<file path="src/rtl/bcd_add_sequencer.sv">
// Digit-serial packed-BCD adder: one shared digit adder, LSD first, saturating to all nines.
// Latency DIGITS cycles from accept to out_valid; the result holds until out_ready, and no input is taken while busy.
module bcd_add_sequencer #(
    parameter int DIGITS = 4
) (
    input  logic                  clk,
    input  logic                  rst_n,
    input  logic                  in_valid,
    output logic                  in_ready,
    input  logic [4*DIGITS-1:0]   x,
    input  logic [4*DIGITS-1:0]   y,
    output logic                  out_valid,
    input  logic                  out_ready,
    output logic [4*DIGITS-1:0]   sum,
    output logic                  ovf,
    output logic                  bad_digit
);

    localparam int CW = (DIGITS > 1) ? $clog2(DIGITS) : 1;
    localparam logic [4*DIGITS-1:0] NINES = {DIGITS{4'h9}};

    typedef enum logic [1:0] {
        ST_IDLE = 2'd0,
        ST_ADD  = 2'd1,
        ST_DONE = 2'd2
    } state_t;

    state_t state_q, state_d;

    logic [4*DIGITS-1:0] a_q, a_d;
    logic [4*DIGITS-1:0] b_q, b_d;
    logic [4*DIGITS-1:0] res_q, res_d;
    logic [4*DIGITS-1:0] sum_q, sum_d;
    logic [CW-1:0]       cnt_q, cnt_d;
    logic                carry_q, carry_d;
    logic                bad_q, bad_d;
    logic                ovf_q, ovf_d;
    logic                bad_digit_q, bad_digit_d;

    logic [3:0]          a_dig, b_dig, dig;
    logic [4:0]          t;
    logic                c_nxt;
    logic                last;
    logic                in_bad;
    logic [4*DIGITS-1:0] res_upd;

    assign last = (cnt_q == CW'(DIGITS - 1));

    // Shared single-digit decimal adder operating on the digit selected by the counter.
    always_comb begin
        a_dig = 4'h0;
        b_dig = 4'h0;
        for (int i = 0; i < DIGITS; i++) begin
            if (cnt_q == CW'(i)) begin
                a_dig = a_q[4*i +: 4];
                b_dig = b_q[4*i +: 4];
            end
        end
        t = {1'b0, a_dig} + {1'b0, b_dig} + {4'b0000, carry_q};
        if (t > 5'd9) begin
            dig   = t[3:0] + 4'd6;
            c_nxt = 1'b1;
        end else begin
            dig   = t[3:0];
            c_nxt = 1'b0;
        end
        res_upd = res_q;
        for (int i = 0; i < DIGITS; i++) begin
            if (cnt_q == CW'(i)) begin
                res_upd[4*i +: 4] = dig;
            end
        end
    end

    always_comb begin
        in_bad = 1'b0;
        for (int i = 0; i < DIGITS; i++) begin
            if (x[4*i +: 4] > 4'd9 || y[4*i +: 4] > 4'd9) begin
                in_bad = 1'b1;
            end
        end
    end

    // FSM: state register
    always_ff @(posedge clk or negedge rst_n) begin
        if (!rst_n) begin
            state_q <= ST_IDLE;
        end else begin
            state_q <= state_d;
        end
    end

    // FSM: next state
    always_comb begin
        state_d = state_q;
        case (state_q)
            ST_IDLE: if (in_valid)  state_d = ST_ADD;
            ST_ADD:  if (last)      state_d = ST_DONE;
            ST_DONE: if (out_ready) state_d = ST_IDLE;
            default:                state_d = ST_IDLE;
        endcase
    end

    // FSM: outputs decoded from state only
    always_comb begin
        in_ready  = 1'b0;
        out_valid = 1'b0;
        case (state_q)
            ST_IDLE: in_ready  = 1'b1;
            ST_DONE: out_valid = 1'b1;
            default: ;
        endcase
    end

    // Datapath next state; the visible result is only rewritten on the final digit.
    always_comb begin
        a_d         = a_q;
        b_d         = b_q;
        res_d       = res_q;
        cnt_d       = cnt_q;
        carry_d     = carry_q;
        bad_d       = bad_q;
        sum_d       = sum_q;
        ovf_d       = ovf_q;
        bad_digit_d = bad_digit_q;
        case (state_q)
            ST_IDLE: begin
                if (in_valid) begin
                    a_d     = x;
                    b_d     = y;
                    res_d   = '0;
                    cnt_d   = '0;
                    carry_d = 1'b0;
                    bad_d   = in_bad;
                end
            end
            ST_ADD: begin
                res_d   = res_upd;
                carry_d = c_nxt;
                if (last) begin
                    if (bad_q) begin
                        sum_d       = NINES;
                        ovf_d       = 1'b0;
                        bad_digit_d = 1'b1;
                    end else if (c_nxt) begin
                        sum_d       = NINES;
                        ovf_d       = 1'b1;
                        bad_digit_d = 1'b0;
                    end else begin
                        sum_d       = res_upd;
                        ovf_d       = 1'b0;
                        bad_digit_d = 1'b0;
                    end
                end else begin
                    cnt_d = cnt_q + CW'(1);
                end
            end
            default: ;
        endcase
    end

    always_ff @(posedge clk or negedge rst_n) begin
        if (!rst_n) begin
            a_q         <= '0;
            b_q         <= '0;
            res_q       <= '0;
            cnt_q       <= '0;
            carry_q     <= 1'b0;
            bad_q       <= 1'b0;
            sum_q       <= '0;
            ovf_q       <= 1'b0;
            bad_digit_q <= 1'b0;
        end else begin
            a_q         <= a_d;
            b_q         <= b_d;
            res_q       <= res_d;
            cnt_q       <= cnt_d;
            carry_q     <= carry_d;
            bad_q       <= bad_d;
            sum_q       <= sum_d;
            ovf_q       <= ovf_d;
            bad_digit_q <= bad_digit_d;
        end
    end

    assign sum       = sum_q;
    assign ovf       = ovf_q;
    assign bad_digit = bad_digit_q;

endmodule

</file>
<file path="config.mk">
export PLATFORM = sky130hd
export DESIGN_NAME = bcd_add_sequencer
export DESIGN_NICKNAME = d
export VERILOG_FILES = /design/src/rtl/bcd_add_sequencer.sv
export SDC_FILE = /design/constraint.sdc
export NUM_CORES = 1
export LEC_CHECK = 0
export ABC_AREA = 1
export BUFFER_PORTS_ARGS = -buffer_cell sky130_fd_sc_hd__buf_2
export CAP_MARGIN = 30
export CORE_ASPECT_RATIO = 0.75
export CORE_MARGIN = 1.5
export CORE_UTILIZATION = 56
export CTS_BUF_LIST = sky130_fd_sc_hd__clkbuf_16
export DETAILED_ROUTE_END_ITERATION = 7
export PLACE_DENSITY_LB_ADDON = 0.25
export SKIP_LAST_GASP = 1
export SYNTH_ARGS = -nofsm -noshare
export SYNTH_HDL_FRONTEND = slang
export SYNTH_SLANG_ARGS = --single-unit
</file>
<file path="constraint.sdc">
create_clock -name clk -period 4.7 [get_ports clk]
set_input_delay 0 -clock clk [delete_from_list [all_inputs] [get_ports clk]]
set_output_delay 0 -clock clk [all_outputs]
set_load 0.01 [all_outputs]
</file>
---- Word-level counts from Yosys, hierarchy flattened ----
Cells that the tools add are included.
operators by class
  add/sub/neg operators ................... 4
  $lt $le $gt $ge ......................... 9
  equal/unequal tests ..................... 9
  muxes and demuxes ....................... 36
  reductions and logical operators ........ 12
operators with widths
  cell                 count
  $mux 4               13
  $mux 16              3
  $gt 4x4->1 const B   8
  $pmux 16 s2          1
  $mux 1               11
  $mux 2               5
  $ne 2x2->1 const B   4
  $eq 2x2->1 const B   3
  $pmux 2 s3           1
  $reduce_and 2->1     3
  $reduce_and 3->1     2
  $add 4x4->5          1
  $add 5x1->5          1
  $gt 5x4->1 const B   1
  $add 4x3->4 const B  1
  $eq 2x1->1 const B   2
  $logic_not 2->1      2
  $logic_or 1x1->1     4
  $pmux 2 s2           1
  $add 2x1->2 const B  1
  $pmux 1 s2           1
  $reduce_bool 2->1    1
storage, ports and cells
  register bits after elaboration ......... 72
  input port bits ......................... 36
  output and inout port bits .............. 20
  word-level logic and storage cells ...... 80

---- Depth between registers and ports, before layout ----
  word-level depth ........................ 12
  mapped depth ............................ 23
  mapped depth without buffers ............ 22

---- Worst setup path after synthesis ----
No wires, ideal clock.
  path kind ............................... reg2reg
  from .................................... register cnt_q[0]
  to ...................................... register res_q[1]
  setup time .............................. 0.126 ns
  data arrival time ....................... 3.254 ns
  required time ........................... 4.574 ns
  setup slack ............................. 1.320 ns
  stages on the path, launching flop included .. 19
  buffers on the path ..................... 1
  clock period less this slack ............ 3.380 ns
  cell sequence ........................... dfrtp_1 -> inv_1 -> ha_1 -> clkbuf_1 -> o311ai_0 -> o21ai_0 -> fa_1 -> inv_1 -> fa_1 -> inv_1 -> ha_1 -> nand2_1 -> a21boi_0 -> nand2_1 -> nand2_2 -> nand2_1 -> nand3_1 -> nand3_1 -> o21ai_0
between the ends
  longest elaborated chain between the ends .. 11
  elaborated cells between the ends (all ways) .. 19
  classes of those cells .................. 3 x add/sub; 1 x order compare; 3 x eq/ne; 11 x mux; 1 x reduce/logical
RTL lines
  element                                    line    RTL
  start, declared                            34      logic [CW-1:0] cnt_q, cnt_d;
  start signal, assigned                     177     cnt_q <= cnt_d;
  $logic_not 2->1                            54, 69
  $mux 4 (4 in series)                       54      if (cnt_q == CW'(i)) begin
  $add 4x4->5                                59      t = {1'b0, a_dig} + {1'b0, b_dig} + {4'b0000, carry_q};
  $add 5x1->5                                59
  $add 4x3->4 or $gt 5x4->1 (tied branches)  61, 60
  $mux 4                                     60      if (t > 5'd9) begin
  $mux 4 *                                   69      if (cnt_q == CW'(i)) begin
  $pmux 16 s2 *                              126     case (state_q)
  end signal, assigned                       176     res_q <= res_d;
  end, declared                              32      logic [4*DIGITS-1:0] res_q, res_d;
Mark *: on every way between the ends. The rest lies on a longest branch, timed or not.
A chain may end at the register's enable or synchronous reset.

---- Final worst setup path ----
  from .................................... register cnt_q[1]
  to ...................................... register sum_q[7] (netlist: sum[7])
between the ends
  longest elaborated chain between the ends .. 12
  elaborated cells between the ends (all ways) .. 22
  classes of those cells .................. 3 x add/sub; 1 x order compare; 3 x eq/ne; 13 x mux; 2 x reduce/logical
RTL lines
  element                                    line    RTL
  $logic_not 2->1                            54
  $mux 4 (4 in series)                       54
  $add 4x4->5                                59
  $add 5x1->5                                59
  $add 4x3->4 or $gt 5x4->1 (tied branches)  61, 60
  $mux 4                                     60
  $mux 4                                     69
  $mux 16                                    145     end else if (c_nxt) begin
  $mux 16                                    141     if (bad_q) begin
  end signal, assigned                       180     sum_q <= sum_d;
  end, declared                              33      logic [4*DIGITS-1:0] sum_q, sum_d;
Several ways; a longest one is shown, not always the timed one.

==> flow_summary.toml <==
[global_route]
grt_pass1_wl_mm = 14.8
grt_busiest_layer = "met2"
use_met2_pct = 43.4
grt_overflow_total = 0
grt_util_all_layers_pct = 28.8
met3_usage_pct = 7.97
antenna_found_initial = 0
grt_use_met1_pct = 40.6
grt_max_degree = 73
grt_pass1_vias = 3122

[clocking]
cts_num_sinks = 72
h-tree-depth = 3
clockBufferDepth = 2
cts_root_buffer = "clkbuf_16"
clk_latency_ns = 0.34
cts_tree = "yes"
path_clk_slew_ns = 0.06
ctsResizeCount = 0
cts_inserted_buffers = 9

[die]
start_util_pct = 57.5
rows = 25
dieArea_um2 = 6880
die_h_um = 72.2
io_pins = 56
core_um2 = 6220
chipWidth_um = 95.3

[sta]
maxSlewViolCount = 0
setup_viol = 0
fmax_mhz = 240
slew-limit-headroom_pct = 41.0
finClkSkew_ns = 0.00579
hold_violations = 0
worstMarginPinSlew_ns = 0.885
rsz0062_at_grt = "no"
tns_ns = 0
finalCriticalPeriod_ns = 4.16
finalCritPeriodShare_pct = 88.6

[layout]
final_area_um2 = 4510
final_util_pct = 72.5
n_antenna_cell = 0
layout_commonest_cell = "nand2_1"
fin_nets = 580
area_delta_synth_final_pct = 26.0
final_cell_mix = "nand2_1 (144), dfrtp_1 (72), buf_2 (55)"
post_layout_nonfiller_instances = 620
drive_gt1_share_pct = 16.9

[synth]
synth_cell_type_count = 29
ys_seq_area_share_pct = 50.3
synth-seq-cells = 72
synth.yosys.warnings = 0
netlist_area_um2 = 3580
avgSynthCellArea_um2 = 8.01
synthesis.nets = 493
syn_inst = 447

[placement]
placedCellCount = 570
hpwlAfterDp_mm = 5.68
postPlaceCellArea_um2 = 3900
numPortBuffers = 55
place_congestion = 0.874

[detailed_routing]
drt_pre_antenna_iters = 6
ant_nets = 0
routed_wl_mm = 9.02
vias_per_cell = 5.35
dr_total_vias = 3319
post_drt_wl_per_cell_um = 14.5
drtIter0Drc = 266
drc = 0

[worst_setup_path]
endpoint_kind = "flip-flop"
startpoint_type = "flip-flop"
criticalPathCategory = "flip-flop to flip-flop"
r2r_cells = 19
critical_path_required_ns = 4.97
crit_fanout = 16
worstPathArrival_ns = 4.43

[min_path]
holdPathStages = 3
hp-class = "input port to flip-flop"

[flow_run]
drv_cap = 0

[status]
run_status = "finished clean"
==> worst paths after layout <==
kind | from | to | slack (ns)
min in group asynchronous | rst_n | a_q[4]$_DFFE_PN0P_ | 0.41
max | cnt_q[1]$_DFFE_PN0P_ | sum[7]$_DFFE_PN0P_ | 0.54
max in group asynchronous | rst_n | sum[2]$_DFFE_PN0P_ | 3.73
max reg2reg | cnt_q[1]$_DFFE_PN0P_ | sum[7]$_DFFE_PN0P_ | 0.54
min | out_ready | state_q[1]$_DFFE_PN0P_ | 0.37
min reg2reg | sum[13]$_DFFE_PN0P_ | sum[13]$_DFFE_PN0P_ | 0.48
==> cells by family (layout without fill, tap and decap cells) <==
| logic type | after synthesis | in the layout | share of synthesized area, % |
|---|---|---|---|
| buffers and inverters | 67 | 159 | 7.45 |
| DFF | 72 | 72 | 50.3 |
| AOI/OAI and AO/OA | 84 | 84 | 12.2 |
| and+or+nand+nor | 214 | 214 | 26.1 |
| adders and majority gates | 10 | 10 | 3.92 |
==> per-stage QoR <==
step	setup slack, ns	hold WS, ns
final	0.537	0.370
after global routing	0.107	0.371
after CTS	0.633	0.359
after detailed placement	0.641	0.180
after global placement	0.844	0.172
after floorplan	1.32	-0.296
==> worst max-delay path: stages, from the launching register on <==
cell and delay [ns]:
dfrtp_1 0.40, inv_1 0.10, ha_1 0.52, clkinv_1 0.40, nor2_1 0.16, o311ai_0 0.13
o21ai_0 0.15, fa_1 0.21, inv_1 0.07, fa_1 0.58, inv_1 0.07, ha_1 0.21
nand2_1 0.08, a21boi_0 0.19, nand2_1 0.14, nand2_2 0.19, nand2_1 0.15, nand3_1 0.10
nand2_1 0.09, a21oi_1 0.14
==> layer usage <==
metal	up-vias	wire (µm)
li1	1610	-
met1	1544	4180
met2	143	4040
met3	22	573
met4	0	220
met5	-	0
==> synth_stat cells <==
cell type / n / area (µm²)
fa_1: 2 / 40.0
nand2_1: 144 / 541
o31ai_1: 1 / 7.51
nor4_1: 1 / 6.26
nor2_4: 2 / 22.5
o211ai_1: 1 / 7.51
buf_8: 1 / 15.0
dfrtp_1: 72 / 1800
o21ai_0: 50 / 250
inv_1: 47 / 176
inv_4: 1 / 6.26
clkbuf_1: 12 / 45.0
nand2_2: 2 / 12.5
buf_2: 1 / 5.00
clkinv_1: 1 / 3.75
inv_2: 4 / 15.0
nor2_8: 2 / 40.0
o21ai_1: 4 / 20.0
ha_1: 8 / 100
a21boi_0: 1 / 7.51
o21a_1: 1 / 7.51
nand3_1: 42 / 210
or2_2: 8 / 50.1
nor2_1: 11 / 41.3
o22ai_1: 1 / 6.26
nor2_2: 1 / 6.26
o311ai_0: 1 / 8.76
nor3_1: 1 / 5.00
a21oi_1: 24 / 120
==> timing repair <==
item | 4_1_cts | 5_1_grt
buffers inserted | 0 | 0
hold endpoints to repair | 105 | 0
hold buffers | 34 | 0
==> layout make-up <==
class                   count  area [µm²]
flip-flops and latches     72        1800
fillers                   456        1710
inverters                  53         201
repair buffers             90         623
clock buffers               9         225
multi-input cells         308        1510
well taps                  81         101
clock inverters             7        47.5
==> state kept, by name, summed over array words and instances (netlist names) <==
signal,cells
sum,16
bad_q,1
res_q,16
bad_digit,1
state_q,2
a_q,16
ovf,1
carry_q,1
b_q,16
cnt_q,2
Power is left out: the tool's default activity adds up to more than one toggle a clock period on the data nets, which glitch-free logic cannot reach.
